--- src/rtl/quickq_pkg.sv ---
// quickq_pkg: shared state type, width formulas and the build-selected ordering test (QQ_MAX_QUEUE_EN selects max-queue).
package quickq_pkg;
  typedef enum logic {IDLE, INSERT} state_t;
  localparam int QQ_KEY_MAX = 64;
  function automatic int qq_count_w(input int depth);
    return $clog2(depth + 1);
  endfunction
  function automatic int qq_idx_w(input int depth);
    return $clog2(depth) + 1;
  endfunction
  // True when the stored key a must move toward the tail ahead of new key b; equality shifts to keep ties stable.
  function automatic logic qq_shift(input logic [QQ_KEY_MAX-1:0] a, input logic [QQ_KEY_MAX-1:0] b);
`ifdef QQ_MAX_QUEUE_EN
    return a >= b;
`else
    return a <= b;
`endif
  endfunction
endpackage

--- src/rtl/quickq_sorted_mem.sv ---
// quickq_sorted_mem: DEPTH x W key array, one synchronous write port, combinational scan and tail read ports.
module quickq_sorted_mem #(
  parameter int W = 32,
  parameter int DEPTH = 8,
  localparam int AW = $clog2(DEPTH)
) (
  input  logic          clk,
  input  logic          we,
  input  logic [AW-1:0] waddr,
  input  logic [W-1:0]  wdata,
  input  logic [AW-1:0] scan_addr,
  input  logic [AW-1:0] tail_addr,
  output logic [W-1:0]  scan_data,
  output logic [W-1:0]  tail_data
);
  logic [W-1:0] mem [DEPTH];
  always_ff @(posedge clk)
    if (we) mem[waddr] <= wdata;
  assign scan_data = mem[scan_addr];
  assign tail_data = mem[tail_addr];
endmodule

--- src/rtl/quickq_sorted_queue.sv ---
// quickq_sorted_queue: sorted-array priority queue, single-cycle dequeue of the tail, shift-based insertion.
// Min-queue by default; define QQ_MAX_QUEUE_EN for a max-queue.
module quickq_sorted_queue
  import quickq_pkg::*;
#(
  parameter int W = 32,
  parameter int DEPTH = 8,
  localparam int CW = qq_count_w(DEPTH)
) (
  input  logic          clk,
  input  logic          rst,
  input  logic          enq_valid,
  input  logic [W-1:0]  enq_data,
  output logic          enq_ready,
  input  logic          deq_ready,
  output logic          deq_valid,
  output logic [W-1:0]  deq_data,
  output logic [CW-1:0] count,
  output logic          full,
  output logic          empty,
  output logic          busy
);
  localparam int IW = qq_idx_w(DEPTH);
  localparam int AW = $clog2(DEPTH);
  state_t state, state_nx;
  logic signed [IW-1:0] idx;
  logic [W-1:0] ins_key, scan_data, tail_data, wdata;
  logic [CW-1:0] count_post;
  logic [AW-1:0] scan_addr, tail_addr, waddr;
  logic enq_fire, deq_fire, idx_neg, shift;
  assign full = count == CW'(DEPTH);
  assign empty = count == '0;
  assign enq_fire = enq_valid && enq_ready;
  assign deq_fire = deq_valid && deq_ready;
  assign count_post = count - CW'(deq_fire);
  assign idx_neg = idx[IW-1];
  assign shift = !idx_neg && qq_shift(QQ_KEY_MAX'(scan_data), QQ_KEY_MAX'(ins_key));
  // Address guards keep both read ports in range when idx = -1 or the queue is empty.
  assign scan_addr = idx_neg ? '0 : idx[AW-1:0];
  assign tail_addr = empty ? '0 : AW'(count - CW'(1));
  assign waddr = AW'(idx + IW'(1));
  assign wdata = shift ? scan_data : ins_key;
  assign deq_data = deq_valid ? tail_data : '0;
  quickq_sorted_mem #(.W(W), .DEPTH(DEPTH)) u_mem (
    .clk(clk),
    .we(state == INSERT),
    .waddr(waddr),
    .wdata(wdata),
    .scan_addr(scan_addr),
    .tail_addr(tail_addr),
    .scan_data(scan_data),
    .tail_data(tail_data)
  );
  always_ff @(posedge clk or posedge rst)
    if (rst) state <= IDLE;
    else state <= state_nx;
  always_comb begin
    state_nx = state == IDLE ? (enq_fire ? INSERT : IDLE) : (shift ? INSERT : IDLE);
  end
  always_comb begin
    enq_ready = state == IDLE && !full;
    deq_valid = state == IDLE && !empty;
    busy = state == INSERT;
  end
  always_ff @(posedge clk or posedge rst)
    if (rst) begin
      count <= '0;
      idx <= '0;
      ins_key <= '0;
    end else if (state == IDLE) begin
      count <= count_post;
      if (enq_fire) begin
        ins_key <= enq_data;
        idx <= IW'(count_post) - IW'(1);
      end
    end else if (shift) idx <= idx - IW'(1);
    else count <= count + CW'(1);
endmodule

--- config.mk ---
export PLATFORM = sky130hd
export DESIGN_NAME = quickq_sorted_queue
export DESIGN_NICKNAME = d
export VERILOG_FILES = /design/src/rtl/quickq_pkg.sv /design/src/rtl/quickq_sorted_mem.sv /design/src/rtl/quickq_sorted_queue.sv
export SDC_FILE = /design/constraint.sdc
export NUM_CORES = 1
export LEC_CHECK = 0
export BUFFER_PORTS_ARGS = -buffer_cell sky130_fd_sc_hd__buf_2
export CAP_MARGIN = 10
export CORE_UTILIZATION = 40
export DETAILED_ROUTE_END_ITERATION = 10
export GPL_TIMING_DRIVEN = 0
export PLACE_DENSITY_LB_ADDON = 0.08
export RECOVER_POWER = 50
export SETUP_SLACK_MARGIN = 0.2
export SYNTH_ARGS = -nofsm -noshare
export SYNTH_HDL_FRONTEND = slang
export SYNTH_SLANG_ARGS = --single-unit
export TNS_END_PERCENT = 10
--- constraint.sdc ---
create_clock -name clk -period 4.4 [get_ports clk]
set_input_delay 0.44 -clock clk [delete_from_list [all_inputs] [get_ports clk]]
set_output_delay 0.44 -clock clk [all_outputs]
set_load 0.01 [all_outputs]
==> results, run 1 <==
- The run finished, with violations left.
- The final reports fail on max-capacitance violations, max-slew violations.
- The largest single stage delay on the critical path is 500 ps.
- The via count of the routed design is 11100.
- Summed over all layers, the global routing overflow is 0.
- The pre-CTS setup slack is -1540 ps.
- The net total in the final layout is 1387.
- The area of the die is 37900 µm².
- Across every metal layer, demand over resource in global routing totals 26.5%.
- Counting instances, the worst hold path has a depth of 2.
- Entering global routing, the biggest net connects 31 pins.
- The total of buffers placed on input and output ports is 76.
- The count of unresolved DRC violations after routing is 0.
- For this design, the sink count on the clock tree is just under 300.
- The commonest cells after synthesis are sky130_fd_sc_hd__edfxtp_1 (256), sky130_fd_sc_hd__nor2_1 (107), sky130_fd_sc_hd__a21oi_1 (80).
- sky130_fd_sc_hd__edfxtp_1 takes more of the synthesized area than any other cell.
- 0 antenna diodes ended up in the layout.
- Setup violations remaining at the end of the flow were counted as 0.
- The final critical-path share of the clock period is a little over nine tenths.
- The most used flip-flop cell after synthesis is sky130_fd_sc_hd__edfxtp_1.
- The clock slew at the register clock pins of the worst setup and hold paths is around 60 ps.
- The number of antenna violations at the first check in global routing is 0.
- The insertion delay to the later sink of the worst-skew pair is ~540 ps.
- Data on the critical path is required at its endpoint by 4650 ps.
- The placed wire-length estimate is 33300 µm.
- The width of the die is 195 µm.
- The number of endpoints with negative hold slack in the final report is 0.
- The first-pass GRT wire length is 73000 µm.
- Setup repair after global routing could not meet its margin everywhere.
- STA classifies the critical path endpoint as a flop.
- Yosys mapped a number of flops with a built-in enable equal to 256.
- At the worst endpoint, the arrival time is approximately 4600 ps.
- The most used cell along the critical path is sky130_fd_sc_hd__buf_12.
- In the post-synthesis netlist, the biggest area contributors are sky130_fd_sc_hd__edfxtp_1 (52%), sky130_fd_sc_hd__mux4_2 (9.8%), sky130_fd_sc_hd__dfrtp_1 (6.9%), sky130_fd_sc_hd__mux2_2 (4.8%), sky130_fd_sc_hd__a221oi_1 (3.8%).
- The DRC marker count from the first detailed-route iteration is ~1200.
- The number of levels in the clock H-tree is 2.
- The total placed instance area is 16100 µm².
- The tightest min-delay check is of the input port to flop type.
- The category of the worst setup path launch point is a flop.
- TritonCTS built the clock tree.
- The critical path is of the flop to flop type.
- The area of the core region is ~37000 µm².
- The number of placed I/O pins is 77.
- The synthesized design contains 297 register bits.
- In the global route stage, met1 resource usage came out at 38.9%.
- The cell with the largest stage delay on the worst path is sky130_fd_sc_hd__mux4_2.
- The number of different library cells in the post-synthesis netlist is 56.
- The global-route met3 utilization is 4.34%.
- The fraction of post-synthesis cell area in the top cell type by area is between 50% and 60%.
- The biggest fanout along the worst timing path is 8.
- For this run, the detailed router's first-pass iteration total came to 6.
- In the final routed layout, each cell accounts on average for 27.8 µm.
- Sequential elements use 58.6% of the synthesized area.
- The startpoint identified for the worst register-to-register timing path is idx[0]$_DFFE_PP0P_.
- The cell area after synthesis is around 15000 µm².
- The max-capacitance violation count is 1.
- The met2 usage in global routing is 40.2%.
- At the pin with the least slew margin, the transition time is 2320 ps.
- The fraction of final layout cells sized beyond drive strength 1 is 33.1%.
- The count of nets left with antenna violations once routing finished came out at 0.
- The worst register-to-register path has a depth of 19.
- Measured along the y axis, the die boundary spans approximately 190 µm.
- The number of nets handed over by synthesis was ~1200.
- The signal on the critical path passes through clkbuf_8 > inv_8 > nor2_4 > buf_8 > buf_12 > buf_16 > mux4_2 > nand2_1 > o21ai_1 > ha_1 > a21oi_2 > o21ai_2 > a221o_1 > o31a_1 > buf_6 > nor3_4 > buf_12 > buf_12 > mux2_4.
- The number of rows created at floorplan is 70.
- After detailed routing, the number of vias per cell comes to 6.13.
- Summed over all layers, the routed wires come to approximately 50000 µm.
- The most crowded layer after global routing is met2.
- In this run the deepest clock path goes through 3 buffers.
- The most critical setup path has its startpoint at idx[0]$_DFFE_PP0P_.
- The number of clock buffers added by TritonCTS is 36.
- The fmax is approximately 230 MHz.
- The final critical delay including setup and external delays is 4320 ps.
- The synthesized instance count is ~1100.
- The tightest hold path in the finished design has a slack of between 100 and 150 ps.
- sky130_fd_sc_hd__edfxtp_1 is the most common cell in the netlist.
- The congestion estimate from routability-driven global placement came to 0.852.
- The worst hold path startpoint is enq_data[2].
- Fill cells in the final layout number about 3200.
- With fillers left out, the area of the finished cells amounts to roughly 19000 µm².
- The clock arrives with 27.7 ps of skew.
- The number of max-slew violations in the final report is 31.
- Setup slack on the critical path of the routed design comes to 83.7 ps.
- The via count of the first global-routing pass is about 11000.
- The share of flip-flops with an asynchronous set or reset is 13.8%.
- The number of warnings issued by yosys is 0.
- Compared with the post-synthesis result, the final layout area differs by 24.9%.
- The worst max-slew margin expressed relative to the limit is -54.4%.
- Clock tree synthesis selected as its root buffer the cell sky130_fd_sc_hd__clkbuf_16.
- The initial core utilization is 40.6%.
- In this run the mean area of a mapped cell was 13.1 µm².
==> sequential cells by signal (all words and copies together) (netlist names) <==
signal,flops
busy,1
count,4
idx,4
ins_key,32
u_mem.mem,256
==> worst paths after layout <==
kind,endpoint,slack (ps)
max,u_mem.mem[7][9]$_DFFE_PP_,80
min,ins_key[2]$_DFFE_PP0P_,130
max reg2reg,u_mem.mem[7][9]$_DFFE_PP_,80
min reg2reg,ins_key[6]$_DFFE_PP0P_,550
max in group asynchronous,count[0]$_DFFE_PP0P_,1150
min in group asynchronous,ins_key[5]$_DFFE_PP0P_,510
==> metal layers <==
metal / wire (µm) / part of all wire, %
met1: 22300 / 44
met2: 22300 / 44
met3: 4110 / 8.2
met4: 1410 / 2.8
met5: 59 / 0.12
==> area by class of cell <==
cell class	count	area [µm²]	share of cell area, %
Tap cell	468	586	3.16
Multi-Input combinational cell	708	6020	32.4
Sequential cell	297	8710	47.0
Timing Repair Buffer	137	1090	5.89
Clock buffer	48	998	5.38
Clock inverter	18	303	1.63
Inverter	41	163	0.876
Buffer	91	686	3.69
==> through the flow <==
stage,TNS (ps),cells,utilization [%]
5_1_grt,-10500,1808,50.7
2_1_floorplan,0,1137,-
3_3_place_gp,-736520,1681,43.2
6_report,0,1808,50.7
4_1_cts,0,1793,49.9
3_5_place_dp,-408670,1696,44.1
==> what timing repair did <==
action                                  CTS  global route
cloned                                    5             0
endpoints found under the hold margin    11             0
buffers inserted                         25            15
pin swaps                                27            17
endpoints found under the setup margin  298           293
gates resized for setup                 186            66
hold buffers                              1             0
==> cells by family after synthesis <==
group / count (synthesis) / share of synthesized area, %
compound gates: 272 / 11.7
xor+xnor: 6 / 0.354
fa+ha+maj: 39 / 3.28
buf+inv: 132 / 3.65
flops: 297 / 58.6
mux: 129 / 14.7
simple gates: 262 / 7.71
==> cell usage in the layout, fill, tap and decap left out, drive strengths merged, types with 31 or more instances in the layout <==
cell and count:
a21oi 80, a221oi 65, buf 164, clkbuf 111, dfrtp 41, edfxtp 256
ha 39, inv 39, mux2 63, mux4 65, nand2 75, nor2 108
nor3 38, o21ai 67, o22ai 31
==> critical path: cells and delay by family, from the launching register on <==
family	cells	cell delay (ps)
AO/OA/AOI/OAI	5	990
adder cells (fa/ha/maj)	1	320
buffers and inverters	8	1040
flip-flops	1	390
multiplexers	2	860
AND/OR/NAND/NOR	3	430
Power of run 1 is left out: the tool's default activity adds up to more than one toggle a clock period on the data nets, which glitch-free logic cannot reach.
==> inputs of run 2 (changes only) <==
--- a/config.mk
+++ b/config.mk
@@ -5,7 +5,7 @@
 export SDC_FILE = /design/constraint.sdc
 export NUM_CORES = 1
 export LEC_CHECK = 0
-export BUFFER_PORTS_ARGS = -buffer_cell sky130_fd_sc_hd__buf_2
+export BUFFER_PORTS_ARGS = -buffer_cell sky130_fd_sc_hd__buf_4
 export CAP_MARGIN = 10
 export CORE_UTILIZATION = 40
 export DETAILED_ROUTE_END_ITERATION = 10
==> results, run 2 (same netlist as run 1, synthesis figures left out) <==
- The number of placed I/O pins is 77 (unchanged).
- The sequential cell area is 8710 µm² (about the same).
- The most used cell along the critical path is sky130_fd_sc_hd__buf_12.
- The number of antenna violations at the first check in global routing is 0 (unchanged).
- In the final layout, the registers with the most flip-flops are u_mem.mem (256), ins_key (32).
- The flip-flop count of the largest register after layout is 256 (unchanged).
- The first-pass GRT wire length is 72800 µm (-0.30%).
- The placed wire-length estimate was 33100 µm (-0.57%).
- The class of the most critical setup path is flop to flop.
- The average routed wire per standard cell is 27.8 µm (about the same).
- The library cell used most frequently in the layout, excluding fill and tap cells, is sky130_fd_sc_hd__edfxtp_1.
- The checks that failed: max-capacitance violations, max-slew violations.
- The via count of the routed design came to 11000 (-0.44%).
- The number of rows created at floorplan is 70 (unchanged).
- The total of buffers placed on input and output ports came to 76 (unchanged).
- The total grt overflow is 0 (unchanged).
- The number of endpoints with negative hold slack in the final report is 0 (unchanged).
- Compared with the post-synthesis result, the final layout area differs by 24.0%.
- The vias per cell is 6.14 (+0.28%).
- The final critical delay including setup and external delays is 4390 ps (+75.8 ps).
- More flip-flops sit in one register than any other, and that register is u_mem.mem.
- The cell with the largest stage delay on the worst path is sky130_fd_sc_hd__mux4_2.
- The global-route usage over all layers came to 26.4% (-0.046 points).
- The length of the first detailed-routing pass in iterations is 7 (+1).
- The via count of the first global-routing pass was 10900 (+0.28%).
- The insertion delay to the later sink of the worst-skew pair is 530 ps (about the same).
- The final critical-path share of the clock period is 99.8% (+1.7 points).
- The max-capacitance violation count is 6 (+5).
- The critical path goes through clkbuf_8 > nor2_4 > buf_12 > buf_12 > buf_16 > mux4_2 > nand2_2 > o21ai_2 > ha_1 > a21oi_2 > o21ai_2 > a221o_1 > o31a_1 > buf_6 > nor3_4 > buf_6 > buf_12 > buf_12 > mux2_4.
- The area of the multi-input gates is 5970 µm² (-0.83%).
- The clock sink total is 297 (unchanged).
- The setup violation total in the final timing report is 0 (unchanged).
- The number of filler cells placed in the layout came to 3185 (-0.56%).
- The CTS tree is done.
- The cell at the root of the clock tree is sky130_fd_sc_hd__clkbuf_16.
- The buffer levels on the longest clock path came to 3 (unchanged).
- The area of the die is 37900 µm² (unchanged).
- The cell family contributing the most delay on the critical path is buffers and inverters.
- The initial core utilization came to 40.6% (unchanged).
- The number of CTS-inserted buffers came to 36 (unchanged).
- The largest net degree at the start of global routing came to 31 (unchanged).
- The setup clock skew after layout was 18.4 ps (-9.23 ps).
- The number of max-slew violations in the final report is 120 (+290%).
- The worst max-slew margin expressed relative to the limit is -54.9% (-0.51 points).
- The classification of the worst-slack hold path is input port to flop.
- The DRC marker count from the first detailed-route iteration is 1173 (-3.6%).
- The last weighted congestion value of the routability-driven placer came to 0.856 (+0.50%).
- The remaining antenna violation count is 0 (unchanged).
- The width of the die was 195 µm (unchanged).
- The run finished, with violations left.
- The number of diodes added for antenna fixing is 0 (unchanged).
- The biggest fanout along the worst timing path was 8 (unchanged).
- The accumulated negative setup slack is 0 ps (unchanged).
- The fmax is 228 MHz (-1.7%).
- The category of the worst setup path launch point is a flop.
- The library cells used most frequently in the layout, excluding fill and tap cells, are sky130_fd_sc_hd__edfxtp_1 (256), sky130_fd_sc_hd__nor2_1 (106), sky130_fd_sc_hd__buf_4 (93), sky130_fd_sc_hd__a21oi_1 (73), sky130_fd_sc_hd__nand2_1 (70).
- The clock slew at the register clock pins of the worst setup and hold paths is 60 ps (about the same).
- The area of the core region is 36600 µm² (unchanged).
- Setup repair after global routing could not meet its margin everywhere.
- The number of levels in the clock H-tree is 2 (unchanged).
- The number of buffers and inverters on the critical path is 8 (unchanged).
- The delay of the slowest cell on the worst path came to 520 ps (+20 ps).
- The setup slack of the worst register-to-register path is 8 ps (-80 ps).
- The height of the die is 195 µm (unchanged).
- The category of the worst setup path capture point is a flop.
- The total wirelength of the detailed-routed design is 49900 µm (-0.62%).
- The count of unresolved DRC violations after routing came to 0 (unchanged).
- The net total in the final layout is 1376 (-0.79%).
- The transition at the pin with the smallest max-transition slack came to 2320 ps (+7.59 ps).
- The required time of the critical path came to 4650 ps (about the same).
- The fraction of final layout cells sized beyond drive strength 1 came to 31.3% (-1.8 points).
- The critical path data arrival time came to 4650 ps (+80 ps).
[run 2: stage by stage]
stage	util (%)	setup slack, ps	cells	area (µm²)	hold WS, ps
after floorplan	-	207	1137	14900	498
after global routing	50.3	-111	1795	18400	130
final	50.3	7.95	1795	18400	140
after CTS	50.3	111	1792	18400	126
after detailed placement	44.6	-1570	1696	16300	429
after global placement	43.8	-2970	1681	16000	524
[run 2: per-layer routing]
metal	GRT usage [%]	vias up	wire length (µm)
met5	0	-	0
met4	8.25	0	1300
met3	4.42	83	4120
met2	39.7	544	22200
met1	39.0	5621	22300
li1	-	4780	-
[run 2: worst paths after layout]
kind | to | startpoint | cells past startpoint
setup reg to reg | u_mem.mem[0][28]$_DFFE_PP_ | idx[3]$_DFFE_PP0P_ | 19
hold reg to reg | ins_key[11]$_DFFE_PP0P_ | ins_key[11]$_DFFE_PP0P_ | 1
hold / removal | ins_key[21]$_DFFE_PP0P_ | enq_data[21] | 2
setup / recovery | u_mem.mem[0][28]$_DFFE_PP_ | idx[3]$_DFFE_PP0P_ | 19
min in group asynchronous | ins_key[14]$_DFFE_PP0P_ | rst | 3
max in group asynchronous | ins_key[2]$_DFFE_PP0P_ | rst | 4
[run 2: cell type report]
cell class	instances	area share [%]
flip-flops and latches	297	47.3
clock inverters	18	0.937
well taps	468	3.18
multi-input cells	708	32.4
inverters	41	0.869
clock buffers	46	5.48
plain buffers	91	3.88
repair buffers	126	6.02
[run 2: what timing repair did]
action                                  CTS  global route
hold buffers                              1             0
cloned                                    4             0
endpoints found under the setup margin  298           295
pin swaps                                31            15
hold endpoints to repair                 11             0
buffers inserted                         27             3
resized for setup                       182            63
[run 2: worst reg2reg max path: cells and delay by family, from the launching register on]
| family | cells | cell delay (ps) |
|---|---|---|
| adders and majority gates | 1 | 330 |
| AOI/OAI and AO/OA | 5 | 1040 |
| and+or+nand+nor | 3 | 370 |
| muxes | 2 | 880 |
| DFF | 1 | 360 |
| buffers and inverters | 8 | 1150 |
Power of run 2 is left out for the same reason.
==> inputs of run 3 (changes only) <==
--- a/config.mk
+++ b/config.mk
@@ -5,6 +5,7 @@
 export SDC_FILE = /design/constraint.sdc
 export NUM_CORES = 1
 export LEC_CHECK = 0
+export ABC_AREA = 1
 export BUFFER_PORTS_ARGS = -buffer_cell sky130_fd_sc_hd__buf_4
 export CAP_MARGIN = 10
 export CORE_UTILIZATION = 40
@@ -13,6 +14,7 @@
 export PLACE_DENSITY_LB_ADDON = 0.08
 export RECOVER_POWER = 50
 export SETUP_SLACK_MARGIN = 0.2
+export SLEW_MARGIN = 20
 export SYNTH_ARGS = -nofsm -noshare
 export SYNTH_HDL_FRONTEND = slang
 export SYNTH_SLANG_ARGS = --single-unit
==> constraint.sdc (replaced) <==
create_clock -name clk -period 5.5 [get_ports clk]
set_input_delay 0.55 -clock clk [delete_from_list [all_inputs] [get_ports clk]]
set_output_delay 0.55 -clock clk [all_outputs]
set_load 0.01 [all_outputs]
==> results, run 3 <==
- The required time of the critical path is 4950 ps (+300 ps).
- For this design, the slowest cell found on the critical path is sky130_fd_sc_hd__clkinv_1.
- The fraction of post-synthesis cell area in the top cell type by area came to 49.9% (-1.8 points).
- Among all flip-flop cells after synthesis, the most frequent one is sky130_fd_sc_hd__edfxtp_1.
- The setup violation total in the final timing report came to 0 (unchanged).
- The final critical-path share of the clock period is around 95%.
- The transition at the pin with the smallest max-transition slack came to 2220 ps (-104 ps).
- The number of max-slew violations in the final report came to 112 (-6.7%).
- Ranked by flip-flop count, first place goes to u_mem.mem.
- The cell depth of the worst flop-to-flop path is 15 (-4).
- The number of endpoints with negative hold slack in the final report is 0 (unchanged).
- The most crowded layer after global routing is met2.
- The library cell occupying the most area in the post-synthesis netlist is sky130_fd_sc_hd__edfxtp_1.
- The total grt overflow is 0 (unchanged).
- The number of placed I/O pins was 77 (unchanged).
- The met1 routing resource usage after global routing was 38.5% (-0.49 points).
- The setup clock skew after layout is 14.4 ps (-4.07 ps).
- The critical path goes through buf_2 > clkinv_1 > clkbuf_1 > ha_1 > inv_1 > nor3_1 > clkinv_1 > o21ai_4 > inv_2 > clkbuf_1 > o21ai_0 > o22ai_1 > nand2_1 > a21oi_1 > buf_4.
- The clock slew at the register clock pins of the worst setup and hold paths is 60 ps (about the same).
- The average instance area after synthesis is 9.56 µm² (-27%).
- The post-synthesis net count is 1687 (+39%).
- The capturing point of the worst reg2reg path is u_mem.mem[7][20]$_DFFE_PP_.
- The worst setup path is captured at an output port.
- The accumulated negative setup slack came to 0 ps (unchanged).
- The area of the die was 39300 µm² (+3.6%).
- The length of the first detailed-routing pass in iterations came to 6 (-1).
- The worst max-slew margin expressed relative to the limit is -48.6% (+6.4 points).
- The vias per cell was 5.77 (-6.0%).
- Leaving out fill and tap cells, the most frequent cells in the layout are sky130_fd_sc_hd__nor2_1 (284), sky130_fd_sc_hd__edfxtp_1 (256), sky130_fd_sc_hd__nand2_1 (210), sky130_fd_sc_hd__o21ai_0 (126), sky130_fd_sc_hd__a21oi_1 (109).
- The cell at the root of the clock tree is sky130_fd_sc_hd__clkbuf_16.
- The width of the die is 198 µm (+1.8%).
- The worst hold path belongs to the class input port to async pin.
- The share of flip-flops with an asynchronous set or reset is 13.8% (unchanged).
- The minimum hold slack is 201 ps (+61.1 ps).
- The critical path data arrival time is 4680 ps (+30 ps).
- The initial core utilization is 40.8% (+0.21 points).
- The worst setup slack after layout is 266 ps (+258 ps).
- The number of enable-type register cells in the synthesized netlist is 256 (unchanged).
- Setup repair after global routing left no endpoint under its margin.
- The global-route usage over all layers was 28.8% (+2.4 points).
- The insertion delay to the later sink of the worst-skew pair is 540 ps (about the same).
- The pre-CTS setup slack is 387 ps (+1950 ps).
- The number of warnings issued by yosys is 0 (unchanged).
- The number of levels in the clock H-tree is 2 (unchanged).
- The category of the worst setup path launch point is a flop.
- The first-pass GRT wire length is 81500 µm (+12%).
- The final reports fail on max-capacitance violations, max-slew violations.
- The total wirelength of the detailed-routed design came to 55900 µm (+12%).
- The number of different library cells in the post-synthesis netlist came to 42 (-25%).
- The fmax is 191 MHz.
- The met2 usage in global routing is 46.9% (+7.2 points).
- The max-capacitance violation count is 6 (unchanged).
- The synthesized instance count came to 1612 (+42%).
- The net total in the final layout is 1812 (+32%).
- The area of the core region is 37800 µm² (+3.1%).
- The post-CTS setup buffer count came to 0 (-100%).
- The placed wire-length estimate came to 39700 µm (+20%).
- The via count of the routed design is 13100 (+19%).
- The remaining antenna violation count is 0 (unchanged).
- The setup slack of the worst register-to-register path was 330 ps (+320 ps).
- The total of buffers placed on input and output ports is 76 (unchanged).
- In the synthesized netlist, the cells that appear most often are sky130_fd_sc_hd__nor2_1 (284), sky130_fd_sc_hd__edfxtp_1 (256), sky130_fd_sc_hd__nand2_1 (209).
- Leaving out fill and tap cells, the most frequent cell in the layout is sky130_fd_sc_hd__nor2_1.
- The source of the worst register-to-register timing path is idx[3]$_DFFE_PP0P_.
- The fraction of final layout cells sized beyond drive strength 1 came to 12.8% (-19 points).
- The number of synthesized register bits came to 297 (unchanged).
- The height of the die is 198 µm (+1.8%).
- TritonCTS built the clock tree.
- The register area share after synthesis is 56.5% (-2.1 points).
- The global-route met3 utilization is 4.56% (+0.14 points).
- In the post-synthesis netlist, the cell with the most instances is sky130_fd_sc_hd__nor2_1.
- In the final layout, the registers with the most flip-flops are u_mem.mem (256), ins_key (32).
- The number of CTS-inserted buffers is 34 (-5.6%).
- The worst path in the final design needs a cycle of approximately 5200 ps, including I/O delays and setup.
- From synthesis to final layout, the design area changed by 14.8%.
- The DRC marker count from the first detailed-route iteration came to 1362 (+16%).
- The number of antenna violations at the first check in global routing is 2 (+2).
- The cell area after synthesis is 15400 µm² (+3.7%).
- The worst setup path is of the flop to output port kind.
- The delay of the slowest cell on the worst path is 480 ps (-40 ps).
- The clock sink total is 297 (unchanged).
- The via count of the first global-routing pass came to 12700 (+16%).
- The number of diodes added for antenna fixing is 0 (unchanged).
- The launch point of the worst path is count[0]$_DFFE_PP0P_.
- The last weighted congestion value of the routability-driven placer was 0.876 (+2.3%).
- The flow ran to the end, but the final reports show violations.
- The buffer levels on the longest clock path came to 3 (unchanged).
- The largest net degree at the start of global routing is 25 (-19%).
- The flip-flop count of the largest register after layout was 256 (unchanged).
- The biggest fanout along the worst timing path is 11 (+3).
- The count of unresolved DRC violations after routing is 0 (unchanged).
- Ranked by total cell area, the synthesized netlist is headed by sky130_fd_sc_hd__edfxtp_1 (50%), sky130_fd_sc_hd__nor2_1 (6.9%), sky130_fd_sc_hd__dfrtp_1 (6.7%), sky130_fd_sc_hd__nand2_1 (5.1%), sky130_fd_sc_hd__o21ai_0 (4.1%).
- The average routed wire per standard cell is 24.6 µm (-12%).
- The number of rows created at floorplan came to 71 (+1.4%).
==> run 3: area by class of cell <==
cell class / count / area [µm²]
Clock buffer: 40 / 883
Timing Repair Buffer: 89 / 597
Fill cell: 3626 / 20100
Buffer: 113 / 587
Multi-Input combinational cell: 1102 / 5710
Clock inverter: 22 / 170
Sequential cell: 297 / 8710
Inverter: 100 / 382
Tap cell: 511 / 639
==> run 3: worst max path at each step <==
stage / slack, ps / cells past startpoint / endpoint
after floorplan: 2080 / 17 / idx[2]$_DFFE_PP0P_
after global placement: 190 / 6 / u_mem.mem[7][12]$_DFFE_PP_
after detailed placement: 390 / 15 / u_mem.mem[1][20]$_DFFE_PP_
after CTS: 350 / 15 / deq_data[17]
after global routing: 120 / 14 / deq_data[17]
final: 270 / 15 / deq_data[17]
==> run 3: kinds of logic (layout without fill, tap and decap cells) <==
family          after synthesis  count (layout)  synth area share [%]
simple gates                627             627                  16.8
compound gates              428             428                  16.8
flops                       297             297                  56.5
buf+inv                     213             364                  6.28
fa+ha+maj                    39              39                  3.17
xor+xnor                      7               7                 0.398
mux                           1               1                0.0650
==> run 3: worst max-delay path, delay by kind of cell, from the launching register on <==
kind | cells | cell delay [ps]
buffers and inverters | 8 | 2350
AO/OA/AOI/OAI | 4 | 840
adder cells (fa/ha/maj) | 1 | 410
flip-flops | 1 | 370
AND/OR/NAND/NOR | 2 | 170
==> run 3: metrics by stage <==
step	util (%)	instances	cell area [µm²]
2_1_floorplan	-	1612	15400
3_3_place_gp	44.0	2199	16600
3_5_place_dp	45.0	2212	17000
4_1_cts	47.8	2274	18100
5_1_grt	46.8	2274	17700
6_report	46.8	2274	17700
==> run 3: timing repair <==
item,4_1_cts,5_1_grt
hold buffers,0,0
endpoints found under the setup margin,0,154
gates resized for setup,0,4
==> run 3: per-layer routing <==
| metal | vias to the layer above | wire length, µm |
|---|---|---|
| met5 | - | 0 |
| met1 | 6371 | 23200 |
| met3 | 124 | 4750 |
| met2 | 694 | 26000 |
| met4 | 0 | 1990 |
| li1 | 5938 | - |
Power of run 3 is left out for the same reason.
